## config.mk

```make
export PLATFORM = sky130hd
export DESIGN_NAME = load_extend_pipe
export DESIGN_NICKNAME = d
export VERILOG_FILES = /design/src/rtl/extender_pkg.sv /design/src/rtl/field_extender.sv /design/src/rtl/load_extend_pipe.sv
export SDC_FILE = /design/constraint.sdc
export NUM_CORES = 1
export LEC_CHECK = 0
export ABC_AREA = 0
export CORE_MARGIN = 2
export CORE_UTILIZATION = 25
export CTS_CLUSTER_DIAMETER = 100
export CTS_CLUSTER_SIZE = 8
export DETAILED_ROUTE_END_ITERATION = 6
export GPL_ROUTABILITY_DRIVEN = 0
export HOLD_SLACK_MARGIN = 0.05
export SLEW_MARGIN = 20
export SYNTH_ARGS = -nofsm -noshare
export SYNTH_HDL_FRONTEND = slang
export SYNTH_SLANG_ARGS = --single-unit
export TNS_END_PERCENT = 100
```

## constraint.sdc

```tcl
create_clock -name clk -period 4 [get_ports clk]
set_input_delay 0.4 -clock clk [delete_from_list [all_inputs] [get_ports clk]]
set_output_delay 0.4 -clock clk [all_outputs]
set_load 0.005 [all_outputs]
```

## src/rtl/extender_pkg.sv

```systemverilog
// ----------------------------------------------------------------------------
// extender_pkg
// Shared types for the load-data extractor: access-size encoding, a helper
// returning the byte count of a size, and a request record wide enough for
// the largest supported bus (64 bits, 3-bit byte offset).
// ----------------------------------------------------------------------------
package extender_pkg;

    localparam int MAX_DW    = 64;
    localparam int MAX_OFF_W = 3;

    typedef enum logic [1:0] {
        EXT_B = 2'd0,
        EXT_H = 2'd1,
        EXT_W = 2'd2,
        EXT_D = 2'd3
    } ext_size_e;

    typedef struct packed {
        logic [MAX_DW-1:0]    word;
        logic [MAX_OFF_W-1:0] offset;
        ext_size_e            size;
        logic                 is_unsigned;
    } ext_req_t;

    // 1, 2, 4 or 8 bytes.
    function automatic logic [3:0] size_bytes(ext_size_e size);
        return 4'd1 << size;
    endfunction

endpackage

```

## src/rtl/field_extender.sv

```systemverilog
// ----------------------------------------------------------------------------
// field_extender
// Combinational field select + sign/zero extension + misalign detection.
// Ports:
//   word_i        raw aligned memory word
//   offset_i      byte offset of the field's LSB
//   size_i        ext_size_e encoding (B/H/W/D)
//   is_unsigned_i 1 = zero-extend, 0 = sign-extend
//   data_o        extended field, 0 when misaligned/illegal
//   misalign_o    offset not a multiple of size, or size wider than the bus
// ----------------------------------------------------------------------------
module field_extender #(
    parameter int DATA_WIDTH = 32,
    parameter int OFF_W      = $clog2(DATA_WIDTH / 8)
) (
    input  logic [DATA_WIDTH-1:0] word_i,
    input  logic [OFF_W-1:0]      offset_i,
    input  logic [1:0]            size_i,
    input  logic                  is_unsigned_i,
    output logic [DATA_WIDTH-1:0] data_o,
    output logic                  misalign_o
);
    import extender_pkg::*;

    ext_size_e             size;
    logic [DATA_WIDTH-1:0] shifted;
    logic [DATA_WIDTH-1:0] extended;
    logic [6:0]            field_bits;
    logic                  sign_bit;
    logic                  fill_bit;
    logic                  size_illegal;
    logic                  off_misalign;

    assign size       = ext_size_e'(size_i);
    // Bring the field down to bit 0; everything above it is replaced below.
    assign shifted    = word_i >> {offset_i, 3'b000};
    assign field_bits = {size_bytes(size), 3'b000};

    always_comb begin
        sign_bit = 1'b0;
        case (size)
            EXT_B:   sign_bit = shifted[7];
            EXT_H:   sign_bit = shifted[15];
            EXT_W:   sign_bit = shifted[31];
            default: sign_bit = shifted[DATA_WIDTH-1];
        endcase
    end

    assign fill_bit = sign_bit & ~is_unsigned_i;

    genvar gi;
    for (gi = 0; gi < DATA_WIDTH; gi++) begin : g_ext
        assign extended[gi] = (7'(gi) < field_bits) ? shifted[gi] : fill_bit;
    end

    // A doubleword cannot be carried on a 32-bit bus.
    assign size_illegal = (DATA_WIDTH == 32) && (size == EXT_D);
    assign off_misalign = |(4'(offset_i) & (size_bytes(size) - 4'd1));
    assign misalign_o   = size_illegal | off_misalign;
    assign data_o       = misalign_o ? '0 : extended;

endmodule

```

## src/rtl/load_extend_pipe.sv

```systemverilog
// ----------------------------------------------------------------------------
// load_extend_pipe
// One-stage pipelined load-data extractor with a 1-entry skid buffer.
// Ports:
//   clk, reset                 clock, synchronous active-high reset
//   in_valid/in_ready          request handshake (in_ready = skid not full)
//   in_word/in_offset/in_size/in_unsigned   request payload
//   out_valid/out_ready        result handshake
//   out_data/out_misalign      extended result and misalign flag
//   err_count                  saturating count of accepted misaligned requests
// ----------------------------------------------------------------------------
module load_extend_pipe #(
    parameter int DATA_WIDTH = 32,
    parameter int OFF_W      = $clog2(DATA_WIDTH / 8),
    parameter int ERR_CNT_W  = 8
) (
    input  logic                  clk,
    input  logic                  reset,
    input  logic                  in_valid,
    output logic                  in_ready,
    input  logic [DATA_WIDTH-1:0] in_word,
    input  logic [OFF_W-1:0]      in_offset,
    input  logic [1:0]            in_size,
    input  logic                  in_unsigned,
    output logic                  out_valid,
    input  logic                  out_ready,
    output logic [DATA_WIDTH-1:0] out_data,
    output logic                  out_misalign,
    output logic [ERR_CNT_W-1:0]  err_count
);
    import extender_pkg::*;

    logic [DATA_WIDTH-1:0] ext_data;
    logic                  ext_misalign;
    logic                  accept;

    logic [DATA_WIDTH-1:0] out_data_q,  out_data_d;
    logic                  out_mis_q,   out_mis_d;
    logic                  out_valid_q, out_valid_d;
    logic [DATA_WIDTH-1:0] skid_data_q, skid_data_d;
    logic                  skid_mis_q,  skid_mis_d;
    logic                  skid_full_q, skid_full_d;
    logic [ERR_CNT_W-1:0]  err_count_q, err_count_d;

    // Extension happens ahead of the register, so both entries hold results.
    field_extender #(
        .DATA_WIDTH (DATA_WIDTH),
        .OFF_W      (OFF_W)
    ) u_field_extender (
        .word_i        (in_word),
        .offset_i      (in_offset),
        .size_i        (in_size),
        .is_unsigned_i (in_unsigned),
        .data_o        (ext_data),
        .misalign_o    (ext_misalign)
    );

    assign accept = in_valid && !skid_full_q;

    always_comb begin
        out_data_d  = out_data_q;
        out_mis_d   = out_mis_q;
        out_valid_d = out_valid_q;
        skid_data_d = skid_data_q;
        skid_mis_d  = skid_mis_q;
        skid_full_d = skid_full_q;
        err_count_d = err_count_q;

        if (!out_valid_q || out_ready) begin
            // Output register is free or leaving this cycle; oldest entry wins.
            if (skid_full_q) begin
                out_data_d  = skid_data_q;
                out_mis_d   = skid_mis_q;
                out_valid_d = 1'b1;
                skid_full_d = accept;
                if (accept) begin
                    skid_data_d = ext_data;
                    skid_mis_d  = ext_misalign;
                end
            end else if (accept) begin
                out_data_d  = ext_data;
                out_mis_d   = ext_misalign;
                out_valid_d = 1'b1;
            end else begin
                out_valid_d = 1'b0;
            end
        end else if (accept) begin
            // Output stalled: park the new result in the skid entry.
            skid_data_d = ext_data;
            skid_mis_d  = ext_misalign;
            skid_full_d = 1'b1;
        end

        if (accept && ext_misalign && !(&err_count_q)) begin
            err_count_d = err_count_q + 1'b1;
        end
    end

    always_ff @(posedge clk) begin
        if (reset) begin
            out_data_q  <= '0;
            out_mis_q   <= 1'b0;
            out_valid_q <= 1'b0;
            skid_data_q <= '0;
            skid_mis_q  <= 1'b0;
            skid_full_q <= 1'b0;
            err_count_q <= '0;
        end else begin
            out_data_q  <= out_data_d;
            out_mis_q   <= out_mis_d;
            out_valid_q <= out_valid_d;
            skid_data_q <= skid_data_d;
            skid_mis_q  <= skid_mis_d;
            skid_full_q <= skid_full_d;
            err_count_q <= err_count_d;
        end
    end

    assign in_ready     = !skid_full_q;
    assign out_valid    = out_valid_q;
    assign out_data     = out_data_q;
    assign out_misalign = out_mis_q;
    assign err_count    = err_count_q;

endmodule

```

==> results.yml <==
sta:
  post-route-period-util: 0.790
  relSlewSlack: 0.260
  max_freq_mhz: 317
  grt_setup_unrepaired: "no"
  whs_ps: 474
  tns_ps: 0
  drv_slew: 0
  skew_ps: 8.24
  worstMarginPinSlew_ps: 1110
  hold_viol: 0
  setup_viol: 0
  fin_crit_ps: 3160
layout:
  fin_area_mm2: 0.00526
  nNetsFinal: 576
  layout_commonest_cell: "clkdlybuf4s50_1"
  mostFrequentLayoutCells: "clkdlybuf4s50_1 (82), dfxtp_1 (76), a21oi_1 (72)"
  drive_gt1_frac: 0.104
  fin_util: 0.333
  fillers: 1642
  num_antenna_cells: 0
  multi_input_area_mm2: 0.00218
  areaGrowthSynthToFinish_pct: 31.0
  seq_area_mm2: 0.00152
placement:
  dpl_cell_area_mm2: 0.00493
  port_buffers: 83
  dp_hpwl_mm: 9.11
min_path:
  min-delay-start: "skid_data_q[22]"
  holdPathStages: 2
  hold_path.class: "reg -> reg"
  hold_path_end: "skid_data_q[22]"
worst_setup_path:
  endpoint_kind: "primary output"
  arrival_ps: 2760
  crit_buf_inv: 2
  critPathKind: "reg -> out"
  path_max_fanout: 32
  critPathMaxStageDelay_ps: 1050
  r2r_end: "out_data[13]"
  reg2reg_depth: 4
  path_delay_family: "buffers and inverters"
  crit_chain: "inv_1 -> clkdlybuf4s50_1"
  start_kind: "flop"
  r2r_start: "skid_full_q"
  reg2reg_slack_ps: 1230
  crit_required_ps: 3600
  critical_path.slowest_cell: "dfxtp_1"
power:
  power_leakage_nw: 1.88
  power_density_mw_per_mm2: 377
  ir_drop_uv: 164
  finalPower_mw: 1.98
floorplanning:
  rows: 46
  coreArea_mm2: 0.0158
  start_util: 0.255
  die_area_mm2: 0.0171
  die_w_um: 131
  die_h_um: 131
  ios: 84
synth:
  post_synth.cell_area_avg_um2: 8.52
  ys.warnings.count: 0
  syn_area_mm2: 0.00401
  ys_ff_latch: 76
  synth_edf_count: 0
  yosysSeqAreaShare: 0.379
  yosys.area.top_type: "dfxtp_1"
  ys.flop_type: "dfxtp_1"
  postSynthCellCount: 471
  synth_top_area_frac: 0.379
  synth_cell_types: 55
  syn_nets: 513
  async_flop_share: 0
  synth_area_leaders: "dfxtp_1 (38%), a21oi_1 (9.0%), mux2i_1 (6.5%), nor2_1 (3.7%), nand2_1 (3.5%)"
route:
  drtPass1Iterations: 4
  vias_per_cell: 5.02
  vias: 3789
  ant_nets: 0
  wl_mm: 12.7
  drt_iter0_drc: 346
  wl_per_cell_um: 16.8
  drc: 0
global_route:
  grtUsageTotal: 0.149
  grt_max_degree: 40
  grt_pass1_wl_mm: 19.4
  grt_overflow: 0
  antenna_found_initial: 0
  grt_pass1_vias: 3625
clock_network:
  postCtsSetupBuffers: 0
  clockRootBuffer: "clkbuf_16"
  clk_latency_ps: 340
  cts.htree.levels: 3
  hold_buffers: 0
  clk_path_buf_depth: 2
  ctsResizeCount: 0
  path_clk_slew_ps: 60
  cts_tree: "built"
  clock-sinks: 76
  cts_made_buffers: 9
flow_run:
  cap_viol_max_count: 0
run_status:
  status: "complete, no violations"
layer usage:
layer / part of all wire / global-route usage / wire length (µm) / up-vias
li1: - / - / - / 1817
met1: 0.46 / 0.198 / 5900 / 1821
met2: 0.45 / 0.232 / 5680 / 127
met3: 0.065 / 0.0415 / 827 / 24
met4: 0.023 / 0.0526 / 287 / 0
met5: 0 / 0 / 0 / -
tightest hold or removal path: cells and delay by family, from the launching register on:
family,cells,cell delay (ps)
flops,1,310
simple gates,2,110
final cells by class:
class / instances / share of cell area
Timing Repair Buffer: 89 / 0.168
Clock buffer: 9 / 0.0428
Inverter: 20 / 0.0143
Clock inverter: 7 / 0.0190
Multi-Input combinational cell: 338 / 0.415
Sequential cell: 76 / 0.289
Tap cell: 216 / 0.0514
stage by stage:
stage	setup WS, ps	cells
2_1_floorplan	2390	471
3_3_place_gp	1320	739
3_5_place_dp	1240	739
4_1_cts	827	755
5_1_grt	719	755
6_report	842	755
logic make-up after synthesis:
group,share of synthesized area
compound gates,0.279
xor+xnor,0.00655
fa+ha+maj,0.00312
buf+inv,0.0770
flops,0.379
mux,0.0739
simple gates,0.181
power by group:
group / internal [mW] / switching, mW
combinational: 0.132 / 0.162
clock: 0.549 / 0.341
sequential: 0.780 / 0.0178
total: 1.46 / 0.521
Yosys cell counts, types with 7 or more instances:
library cell	n
a31oi_1	8
nor2b_1	10
a211oi_1	16
nand2_1	37
o21ai_0	15
nand3_1	11
mux2i_1	26
a221oi_1	9
a21oi_1	72
clkbuf_1	16
and3_1	10
a22oi_2	9
o22ai_2	7
nand2b_1	11
nor2_1	40
a22o_1	8
buf_6	9
inv_1	20
nor3_1	13
buf_2	7
dfxtp_1	76
registers in the layout (all words and copies together), names as in the netlist:
signal and count:
out_data 32, skid_data_q 32, err_count 8, out_misalign 1, out_valid 1, skid_full_q 1
skid_mis_q 1
worst max-delay path by stage:
stage | startpoint | endpoint | depth (start not counted)
2_1_floorplan | out_ready | skid_data_q[23] | 6
3_3_place_gp | skid_full_q | in_ready | 2
3_5_place_dp | skid_full_q | in_ready | 2
4_1_cts | skid_full_q | in_ready | 2
5_1_grt | skid_full_q | in_ready | 2
6_report | skid_full_q | in_ready | 2
Note: power is estimated with default switching activity, not from simulation.
